## src/rtl/seq_alu.sv

```systemverilog
// Multi-cycle ALU: single-cycle logic/shift/rotate ops, iterative signed multiply and divide.
// Define SEQ_ALU_BOOTH4_EN for a radix-4 Booth multiplier; otherwise radix-2 shift-add.
module seq_alu #(
    parameter int BITS      = 32,
    parameter int SIG_COUNT = 12,
    parameter int SHAMT_W   = $clog2(BITS)
) (
    input  logic                   clk,
    input  logic                   clr,
    input  logic                   start,
    input  logic [SIG_COUNT-1:0]   ctrl_signal,
    input  logic [BITS-1:0]        X,
    input  logic [BITS-1:0]        Y,
    output logic [2*BITS-1:0]      operationResult,
    output logic                   busy,
    output logic                   done,
    output logic                   div_by_zero,
    output logic                   illegal_op
);

    localparam int W2    = 2 * BITS;
    localparam int CNT_W = SHAMT_W;
`ifdef SEQ_ALU_BOOTH4_EN
    localparam int STEP = 2;
    localparam logic [CNT_W-1:0] MUL_LAST = CNT_W'(BITS / 2 - 1);
`else
    localparam int STEP = 1;
    localparam logic [CNT_W-1:0] MUL_LAST = CNT_W'(BITS - 1);
`endif
    localparam logic [CNT_W-1:0] DIV_LAST = CNT_W'(BITS - 1);

    typedef enum logic [1:0] {IDLE, MUL, DIV, DONE} state_t;
    state_t state, state_next;

    // Handshake: start is taken only while busy=0 (IDLE or DONE); busy stays high until the
    // edge that raises done; done is a one-cycle pulse marking operationResult and flags valid.
    logic                 accept, op_legal, op_mul, op_div, y_zero;
    logic [SHAMT_W-1:0]   shamt;
    logic [SHAMT_W:0]     inv_shamt;
    logic [BITS-1:0]      single_res, x_mag, y_mag;

    logic [CNT_W-1:0]     cnt;
    logic [W2-1:0]        acc, mcand, acc_next;
    logic [BITS:0]        mplier;
    logic [BITS-1:0]      rem, quo, dvsr;
    logic                 neg_q, neg_r;
    logic [BITS:0]        rem_shift, rem_diff;
    logic [BITS-1:0]      rem_next, quo_next, q_signed, r_signed;

    assign accept   = start && (state == IDLE || state == DONE);
    assign op_legal = (ctrl_signal != '0) &&
                      ((ctrl_signal & (ctrl_signal - SIG_COUNT'(1))) == '0);
    assign op_mul   = ctrl_signal[2];
    assign op_div   = ctrl_signal[3];
    assign y_zero   = (Y == '0);
    assign x_mag    = X[BITS-1] ? -X : X;
    assign y_mag    = Y[BITS-1] ? -Y : Y;

    always_comb begin
        shamt      = Y[SHAMT_W-1:0];
        inv_shamt  = (SHAMT_W+1)'(BITS) - {1'b0, shamt};
        single_res = '0;
        if (ctrl_signal[0])       single_res = X + Y;
        else if (ctrl_signal[1])  single_res = X - Y;
        else if (ctrl_signal[4])  single_res = X >> shamt;
        else if (ctrl_signal[5])  single_res = X << shamt;
        // A shift by the full width yields 0, so a zero amount leaves X unchanged.
        else if (ctrl_signal[6])  single_res = (X >> shamt) | (X << inv_shamt);
        else if (ctrl_signal[7])  single_res = (X << shamt) | (X >> inv_shamt);
        else if (ctrl_signal[8])  single_res = X & Y;
        else if (ctrl_signal[9])  single_res = X | Y;
        else if (ctrl_signal[10]) single_res = -X;
        else if (ctrl_signal[11]) single_res = ~X;
    end

    always_comb begin
        acc_next = acc;
`ifdef SEQ_ALU_BOOTH4_EN
        case (mplier[2:0])
            3'b001, 3'b010: acc_next = acc + mcand;
            3'b011:         acc_next = acc + (mcand << 1);
            3'b100:         acc_next = acc - (mcand << 1);
            3'b101, 3'b110: acc_next = acc - mcand;
            default:        acc_next = acc;
        endcase
`else
        // The multiplier's sign bit carries negative weight, hence the final subtract.
        if (mplier[0])
            acc_next = (cnt == MUL_LAST) ? acc - mcand : acc + mcand;
`endif
    end

    always_comb begin
        rem_shift = {rem, quo[BITS-1]};
        rem_diff  = rem_shift - {1'b0, dvsr};
        if (!rem_diff[BITS]) begin
            rem_next = rem_diff[BITS-1:0];
            quo_next = {quo[BITS-2:0], 1'b1};
        end else begin
            rem_next = rem_shift[BITS-1:0];
            quo_next = {quo[BITS-2:0], 1'b0};
        end
        q_signed = neg_q ? -quo_next : quo_next;
        r_signed = neg_r ? -rem_next : rem_next;
    end

    always_ff @(posedge clk) begin
        if (clr) state <= IDLE;
        else     state <= state_next;
    end

    always_comb begin
        state_next = state;
        busy       = 1'b0;
        done       = 1'b0;
        case (state)
            IDLE, DONE: begin
                done       = (state == DONE);
                state_next = IDLE;
                if (accept) begin
                    if (!op_legal)              state_next = DONE;
                    else if (op_mul)            state_next = MUL;
                    else if (op_div && !y_zero) state_next = DIV;
                    else                        state_next = DONE;
                end
            end
            MUL: begin
                busy = 1'b1;
                if (cnt == MUL_LAST) state_next = DONE;
            end
            DIV: begin
                busy = 1'b1;
                if (cnt == DIV_LAST) state_next = DONE;
            end
            default: state_next = IDLE;
        endcase
    end

    always_ff @(posedge clk) begin
        if (clr) begin
            operationResult <= '0;
            div_by_zero     <= 1'b0;
            illegal_op      <= 1'b0;
            cnt             <= '0;
            acc             <= '0;
            mcand           <= '0;
            mplier          <= '0;
            rem             <= '0;
            quo             <= '0;
            dvsr            <= '0;
            neg_q           <= 1'b0;
            neg_r           <= 1'b0;
        end else if (accept) begin
            div_by_zero <= 1'b0;
            illegal_op  <= 1'b0;
            cnt         <= '0;
            if (!op_legal) begin
                operationResult <= '0;
                illegal_op      <= 1'b1;
            end else if (op_mul) begin
                acc   <= '0;
                mcand <= {{BITS{X[BITS-1]}}, X};
`ifdef SEQ_ALU_BOOTH4_EN
                mplier <= {Y, 1'b0};
`else
                mplier <= {1'b0, Y};
`endif
            end else if (op_div) begin
                if (y_zero) begin
                    operationResult <= {X, {BITS{1'b1}}};
                    div_by_zero     <= 1'b1;
                end else begin
                    rem   <= '0;
                    quo   <= x_mag;
                    dvsr  <= y_mag;
                    neg_q <= X[BITS-1] ^ Y[BITS-1];
                    neg_r <= X[BITS-1];
                end
            end else begin
                operationResult <= {{BITS{1'b0}}, single_res};
            end
        end else if (state == MUL) begin
            acc    <= acc_next;
            mcand  <= mcand << STEP;
            mplier <= mplier >> STEP;
            cnt    <= cnt + CNT_W'(1);
            if (cnt == MUL_LAST) operationResult <= acc_next;
        end else if (state == DIV) begin
            rem <= rem_next;
            quo <= quo_next;
            cnt <= cnt + CNT_W'(1);
            if (cnt == DIV_LAST) operationResult <= {r_signed, q_signed};
        end
    end

endmodule

```

## config.mk

```make
export PLATFORM = sky130hd
export DESIGN_NAME = seq_alu
export DESIGN_NICKNAME = d
export VERILOG_FILES = /design/src/rtl/seq_alu.sv
export SDC_FILE = /design/constraint.sdc
export NUM_CORES = 2
export LEC_CHECK = 0
export BUFFER_PORTS_ARGS = -buffer_cell sky130_fd_sc_hd__buf_2
export CORE_MARGIN = 10
export CORE_UTILIZATION = 46
export CTS_BUF_LIST = sky130_fd_sc_hd__clkbuf_8
export DETAILED_ROUTE_END_ITERATION = 6
export HOLD_SLACK_MARGIN = 0.15
export MAX_ROUTING_LAYER = met4
export PLACE_DENSITY = 0.72
export SYNTH_ARGS = -nofsm -noshare
export SYNTH_HDL_FRONTEND = slang
export SYNTH_SLANG_ARGS = --single-unit
```

## constraint.sdc

```tcl
create_clock -name clk -period 6.4 [get_ports clk]
set_input_delay 0.32 -clock clk [delete_from_list [all_inputs] [get_ports clk]]
set_output_delay 0.32 -clock clk [all_outputs]
set_load 0.02 [all_outputs]
```

[Word-level counts from Yosys, hierarchy flattened]
Index checks and enable logic that the tools add are counted.
Storage, ports and cells
  input port bits: 79
  output and inout bits: 68
  register bits after elaboration: 332
  logic and storage cells: 140
Operators by class
  bitwise gates (word level): 9
  shifts and indexed selects: 4
  muxes and demuxes: 68
  reduce and logical (&&, ||, !) cells: 21
  add/sub/neg operators: 12
  equality and inequality tests: 13
Operators by type and width (number)
  64-bit two-way mux: 19
  32-bit two-way mux: 29
  33-bit two-way mux: 4
  32-bit negator: 4
  32-bit OR: 3
  64-bit adder: 1
  64-bit subtractor: 1
  33-bit by 32-bit subtractor with 33-bit output: 1
  32-bit adder: 1
  32-bit bitwise AND: 1
  32-bit logical NOT: 1
  32-bit inverter: 1
  32-bit by 5-bit << shifter with 32-bit output: 1
  32-bit by 6-bit << shifter with 32-bit output: 1
  32-bit by 5-bit right shift with 32-bit output: 1
  32-bit by 6-bit right shift with 32-bit output: 1
  32-bit subtractor: 1
  12-bit bitwise AND: 1
  12-bit logical NOT: 1
  12-bit nonzero test: 1
  12-bit by 1-bit subtractor with 12-bit output (second input constant): 1
  5-bit two-way mux: 2
  2-bit != test (second input constant): 5
  1-bit two-way mux: 9
  23 further kinds: 36

[Logic depth before layout (Yosys ltp)]
  word-level depth: 15
  gate-level depth with buffers: 26
  depth with buffers taken out: 23

[Worst setup path before layout]
Ideal clock, no wire load.
  path type: reg2reg
  start: reg mcand[6]
  end: reg operationResult[61]
  data required time: 6314 ps
  period minus slack after synthesis: 5229 ps
  cell stages (with the launch flop): 24
  library setup time: 86 ps
  arrival: 5144 ps
  slack: 1171 ps
  cells stage by stage: dfxtp_1 -> clkbuf_1 -> or4_1 -> nor4_1 -> nor2b_1 -> and3_1 -> and2_1 -> clkbuf_1 -> nor2b_1 -> buf_2 -> nor2_1 -> xnor2_1 -> ha_1 -> clkbuf_1 -> and3_1 -> nand2_1 -> or4_1 -> o31a_1 -> o21ai_2 -> nand3_1 -> o41ai_2 -> xor2_1 -> a22oi_1 -> a211oi_1
Between the ends
  longest elaborated chain between the ends: 6
  elaborated cells between the ends (all ways): 7
RTL lines
  start: declaration: line 43  | logic [W2-1:0] acc, mcand, acc_next;
  start signal: assignment: line 162  | mcand <= {{BITS{X[BITS-1]}}, X};
  start signal: assignment: line 184  | mcand <= mcand << STEP;
  64-bit adder or 64-bit subtractor (tied branches): line 89  | acc_next = (cnt == MUL_LAST) ? acc - mcand : acc + mcand;
  64-bit two-way mux *: line 89
  64-bit two-way mux *: line 88  | if (mplier[0])
  64-bit two-way mux *: line 187  | if (cnt == MUL_LAST) operationResult <= acc_next;
  64-bit two-way mux *: line 182  | end else if (state == MUL) begin
  64-bit two-way mux *: line 153  | end else if (accept) begin
  end signal: assignment: line 180  | operationResult <= {{BITS{1'b0}}, single_res};
  end signal: assignment: line 187
  end signal: assignment: line 192  | if (cnt == DIV_LAST) operationResult <= {r_signed, q_signed};
  end: declaration: line 14  | output logic [2*BITS-1:0] operationResult,
Mark *: on every way between the ends. The rest lies on a longest branch, timed or not. The select of a mux whose other input is x is not followed.
A chain may end at the register's enable or synchronous reset.

[Worst setup path in the final report]
  start: reg mcand[6]
  end: reg operationResult[62]
Same word-level chain as after synthesis.

==> metrics.md <==
| Metric | Value |
|---|---|
| Number of iterations in the first detailed-routing pass | `7` |
| Outcome | `finished with violations` |
| Hold Buf Count CTS | `62` |
| HP Class | `primary input to register` |
| Post-detail-place hpwl | `136000 µm` |
| CTS tree | `yes` |
| Final design area excluding fillers | `about 40000 µm²` |
| Final #Nets | `around 5400` |
| Root Driver | `clkbuf_8` |
| Global-route wire length before repair | `around 260000 µm` |
| Max Root-Sink Buffers | `3` |
| Pins over their slew limit | `0` |
| Post-synthesis cell count | `between 5000 and 6000` |
| Cell internal pwr | `7.04 mW` |
| Vias post-DR | `approximately 43000` |
| Kind of end point of the critical path | `register` |
| Floorplan die width | `a little over 300 µm` |
| Violation count after the first detailed-routing iteration | `a little under 7000` |
| Clock latency reported for the late side of the worst-skew pair | `between 700 and 800 ps` |
| Global placer's final weighted congestion | `between 1 and 1.5` |
| Leakage power figure | `approximately 16 nW` |
| Critical-path maximum fanout | `7` |
| Area of all sequential standard cells | `about 6600 µm²` |
| Number of fill cells in the layout | `around 8000` |
| Total number of clock tree sinks | `roughly 330` |
| Share of layout cells above drive strength 1 | `approximately 11%` |
| Critical Setup Path Class | `register to register` |
| Highest clock frequency the design can meet | `170 MHz` |
| Seq cells post-synth | `331` |
| Die area | `a little over 90000 µm²` |
| Number of nets produced by synthesis | `approximately 5500` |
| Hold Fails Final Rpt | `0` |
| End of the worst register-to-register path | `operationResult[62]` |
| Number of global-route vias before repair | `between 30000 and 40000` |
| Vias/cell | `between 6 and 7` |
| Headroom to the max-slew limit | `between 10% and 20%` |
| Number of cell instances on the worst register-to-register path | `21` |
| Overall routed net length | `around 180000 µm` |
| Psw | `7.84 mW` |
| Share of total power in the clock network | `14.7%` |
| Port-buffer cells | `146` |
| WP data arrival | `roughly 6500 ps` |
| RSZ-0062 raised after global routing | `false` |
| Sequential fraction of the synthesis area | `17.8%` |
| Setup violation total in the final timing report | `0` |
| GR Util All Layers | `between 30% and 40%` |
| Pin count of the biggest net entering global routing | `around 180` |
| Number of H-tree levels | `2` |
| Avg Synthesized Cell Area | `slightly above 7 µm²` |
| Post-synth EDFFs | `0` |
| Initial core utilization | `between 40% and 50%` |
| Number of core rows | `around 100` |
| Timing endpoint of the critical path | `operationResult[62]` |
| Logic pwr share | `64.7%` |
| Post-synth ARST share | `0%` |
| Total power per unit cell area | `about 370 nW/µm²` |
| Placeable core area | `between 80000 and 90000 µm²` |
| Total Neg Setup Slack | `0 ps` |
| Post-CTS Resized | `0` |
| Count of antenna-violating nets left after detailed routing | `0` |
| Required time reported for the critical path endpoint | `between 7000 and 8000 ps` |
| Switching share of power | `a little over half` |
| Worst flop-to-flop path startpoint | `mcand[6]` |
| Tmin final | `approximately 5900 ps` |
| Kind of start point of the critical path | `register` |
| Floorplan die height | `305 µm` |
| Setup slack, reg-to-reg | `roughly 500 ps` |
| Worst setup skew after layout | `25.4 ps` |
| Detailed-route wire length per cell | `29.2 µm` |
| Violated checks | `DRC` |
| Predominant post-synthesis flop cell | `dfxtp_1` |
| Area taken by multi-input logic gates | `28200 µm²` |
| Delay contributed by the slowest stage of the critical path | `590 ps` |
| Gr ovfl total | `0` |
| Placed cell area | `between 30000 and 40000 µm²` |
| Antenna violations before repair | `18` |
| Part of the power in registers | `around a fifth` |
| Cts bufs inserted | `61` |
| Worst setup path startpoint | `mcand[6]` |
| Slowest stage cell, crit path | `or4_1` |
| Measured slew at the worst slew-check pin | `roughly 1200 ps` |
| Post-route DRC violation count | `6` |
| Peak supply drop | `0.000403 V` |
| Post-CTS Setup Bufs | `0` |
| Clock slew at reported path FFs | `~70 ps` |
| P&R area growth vs syn | `8.61%` |
| Number of top-level design ports | `around 150` |
| Max cap viols | `0` |
| Cell variety after synth | `105` |
| Mapped cell area | `about 37000 µm²` |
| CP cell instances | `or4_1 > nor4_1 > nor2b_1 > and3_1 > and2_1 > a31oi_1 > nor2_1 > buf_4 > xor2_1 > ha_1 > nand2_1 > nor2_1 > nand2_1 > o31a_1 > a221oi_1 > o31ai_1 > or3_1 > nor4_1 > or3_1 > nand3_1 > a311oi_1` |
| Number of warning messages in the yosys log | `0` |
| Final clock period utilization by the worst path | `slightly above 90%` |
## kinds of logic after synthesis
family | count (synthesis) | share of synthesized area, %
xor gates and xnor gates | 312 | 7.34
and+or+nand+nor | 1798 | 21.4
adders and majority gates | 207 | 7.03
buffers and inverters | 636 | 6.73
AOI/OAI and AO/OA | 1686 | 29.7
DFF | 331 | 17.8
muxes | 243 | 10.1
## layout by cell type (no fill, tap or decap), types with 74 or more instances in the layout
cell | synthesis | final
a31oi_1 | 80 | 80
buf_4 | 10 | 115
xnor2_1 | 248 | 247
ha_1 | 202 | 200
dfxtp_1 | 331 | 330
mux2i_1 | 114 | 114
nand3_1 | 74 | 74
mux4_2 | 103 | 103
a21oi_1 | 473 | 472
nor3_1 | 147 | 146
a211oi_1 | 166 | 166
nand2_1 | 534 | 531
nor2_1 | 723 | 717
clkbuf_8 | 0 | 79
inv_1 | 172 | 186
buf_2 | 53 | 143
a311oi_1 | 95 | 95
o21ai_0 | 330 | 330
## cell type report
cell class / instances / area share (%)
antenna: 18 / 0.111
clock buffer: 79 / 2.69
clock inverter: 28 / 0.430
inverter: 179 / 1.66
multi-input combinational: 4246 / 69.8
sequential: 331 / 16.4
tap: 1060 / 3.28
timing repair buffer: 325 / 5.65
## synthesized netlist by cell type, types with 28 or more instances
cell type	n	area (µm²)
nand4_1	36	225
nor2_1	723	2710
dfxtp_1	331	6630
or3_1	53	332
ha_1	202	2530
o31ai_1	46	345
nand3_1	74	370
o21bai_1	38	285
o211ai_1	45	338
buf_2	53	265
a21oi_1	473	2370
a31oi_1	80	500
xnor2_1	248	2170
a22oi_1	43	323
nor3_1	147	736
buf_1	53	199
a221oi_1	45	394
mux4_2	103	2320
o21ai_0	330	1650
o21a_1	30	225
nor2b_1	28	175
a21o_1	61	458
inv_1	172	646
nand2b_1	44	275
xor2_1	64	561
nor4_1	39	244
a211oi_1	166	1250
o22ai_1	39	244
nand2_1	534	2000
mux2i_1	114	1140
clkbuf_1	338	1270
a311oi_1	95	832
## registers in the layout (all words and copies together), names as in the netlist
register	flops
operationResult	64
mcand	64
dvsr	32
neg_q	1
mplier	32
rem	32
div_by_zero	1
state	2
neg_r	1
illegal_op	1
acc	64
quo	32
cnt	5
## worst max-delay path, delay by kind of cell (launching register included)
kind	cells	cell delay [ps]
adders and majority gates	1	390
and+or+nand+nor	13	3310
DFF	1	370
AOI/OAI and AO/OA	5	1500
xor gates and xnor gates	1	70
buffers and inverters	1	170
## power by group through the flow
stage          clock, mW  combinational, mW  sequential (mW)
6_report            2.19               9.62             3.06
5_1_grt             2.28               10.3             3.11
4_1_cts             2.20               9.33             3.04
3_5_place_dp           0               9.21             3.08
3_3_place_gp           0               9.12             3.07
2_1_floorplan          0               6.61             3.07
## stage by stage
stage | hold slack [ps] | worst slack, ps | utilization, % | power (mW) | std cells
3_5_place_dp | 462 | 641 | 47.9 | 12.3 | 6079
6_report | 228 | 502 | 50.3 | 14.9 | 6266
3_3_place_gp | 459 | 814 | 47.9 | 12.2 | 6079
4_1_cts | 193 | 629 | 50.3 | 14.6 | 6248
5_1_grt | 230 | 99.3 | 50.3 | 15.7 | 6263
2_1_floorplan | 444 | 1170 | - | 9.68 | 5213
## how the worst min path moves through the flow
stage	end	cells after the start	startpoint
5_1_grt	mcand[2]	4	X[2]
4_1_cts	mcand[30]	3	X[30]
6_report	mcand[2]	4	X[2]
2_1_floorplan	mplier[31]	2	mplier[31]
3_3_place_gp	acc[4]	2	acc[4]
3_5_place_dp	acc[4]	2	acc[4]
## routing by layer
layer,global-route usage [%],part of all wire (%)
met4,21.3,6.7
met2,51.6,40
met1,48.1,39
met3,13.4,14
met5,-,0
No activity file was read; power rests on OpenSTA's default activity.
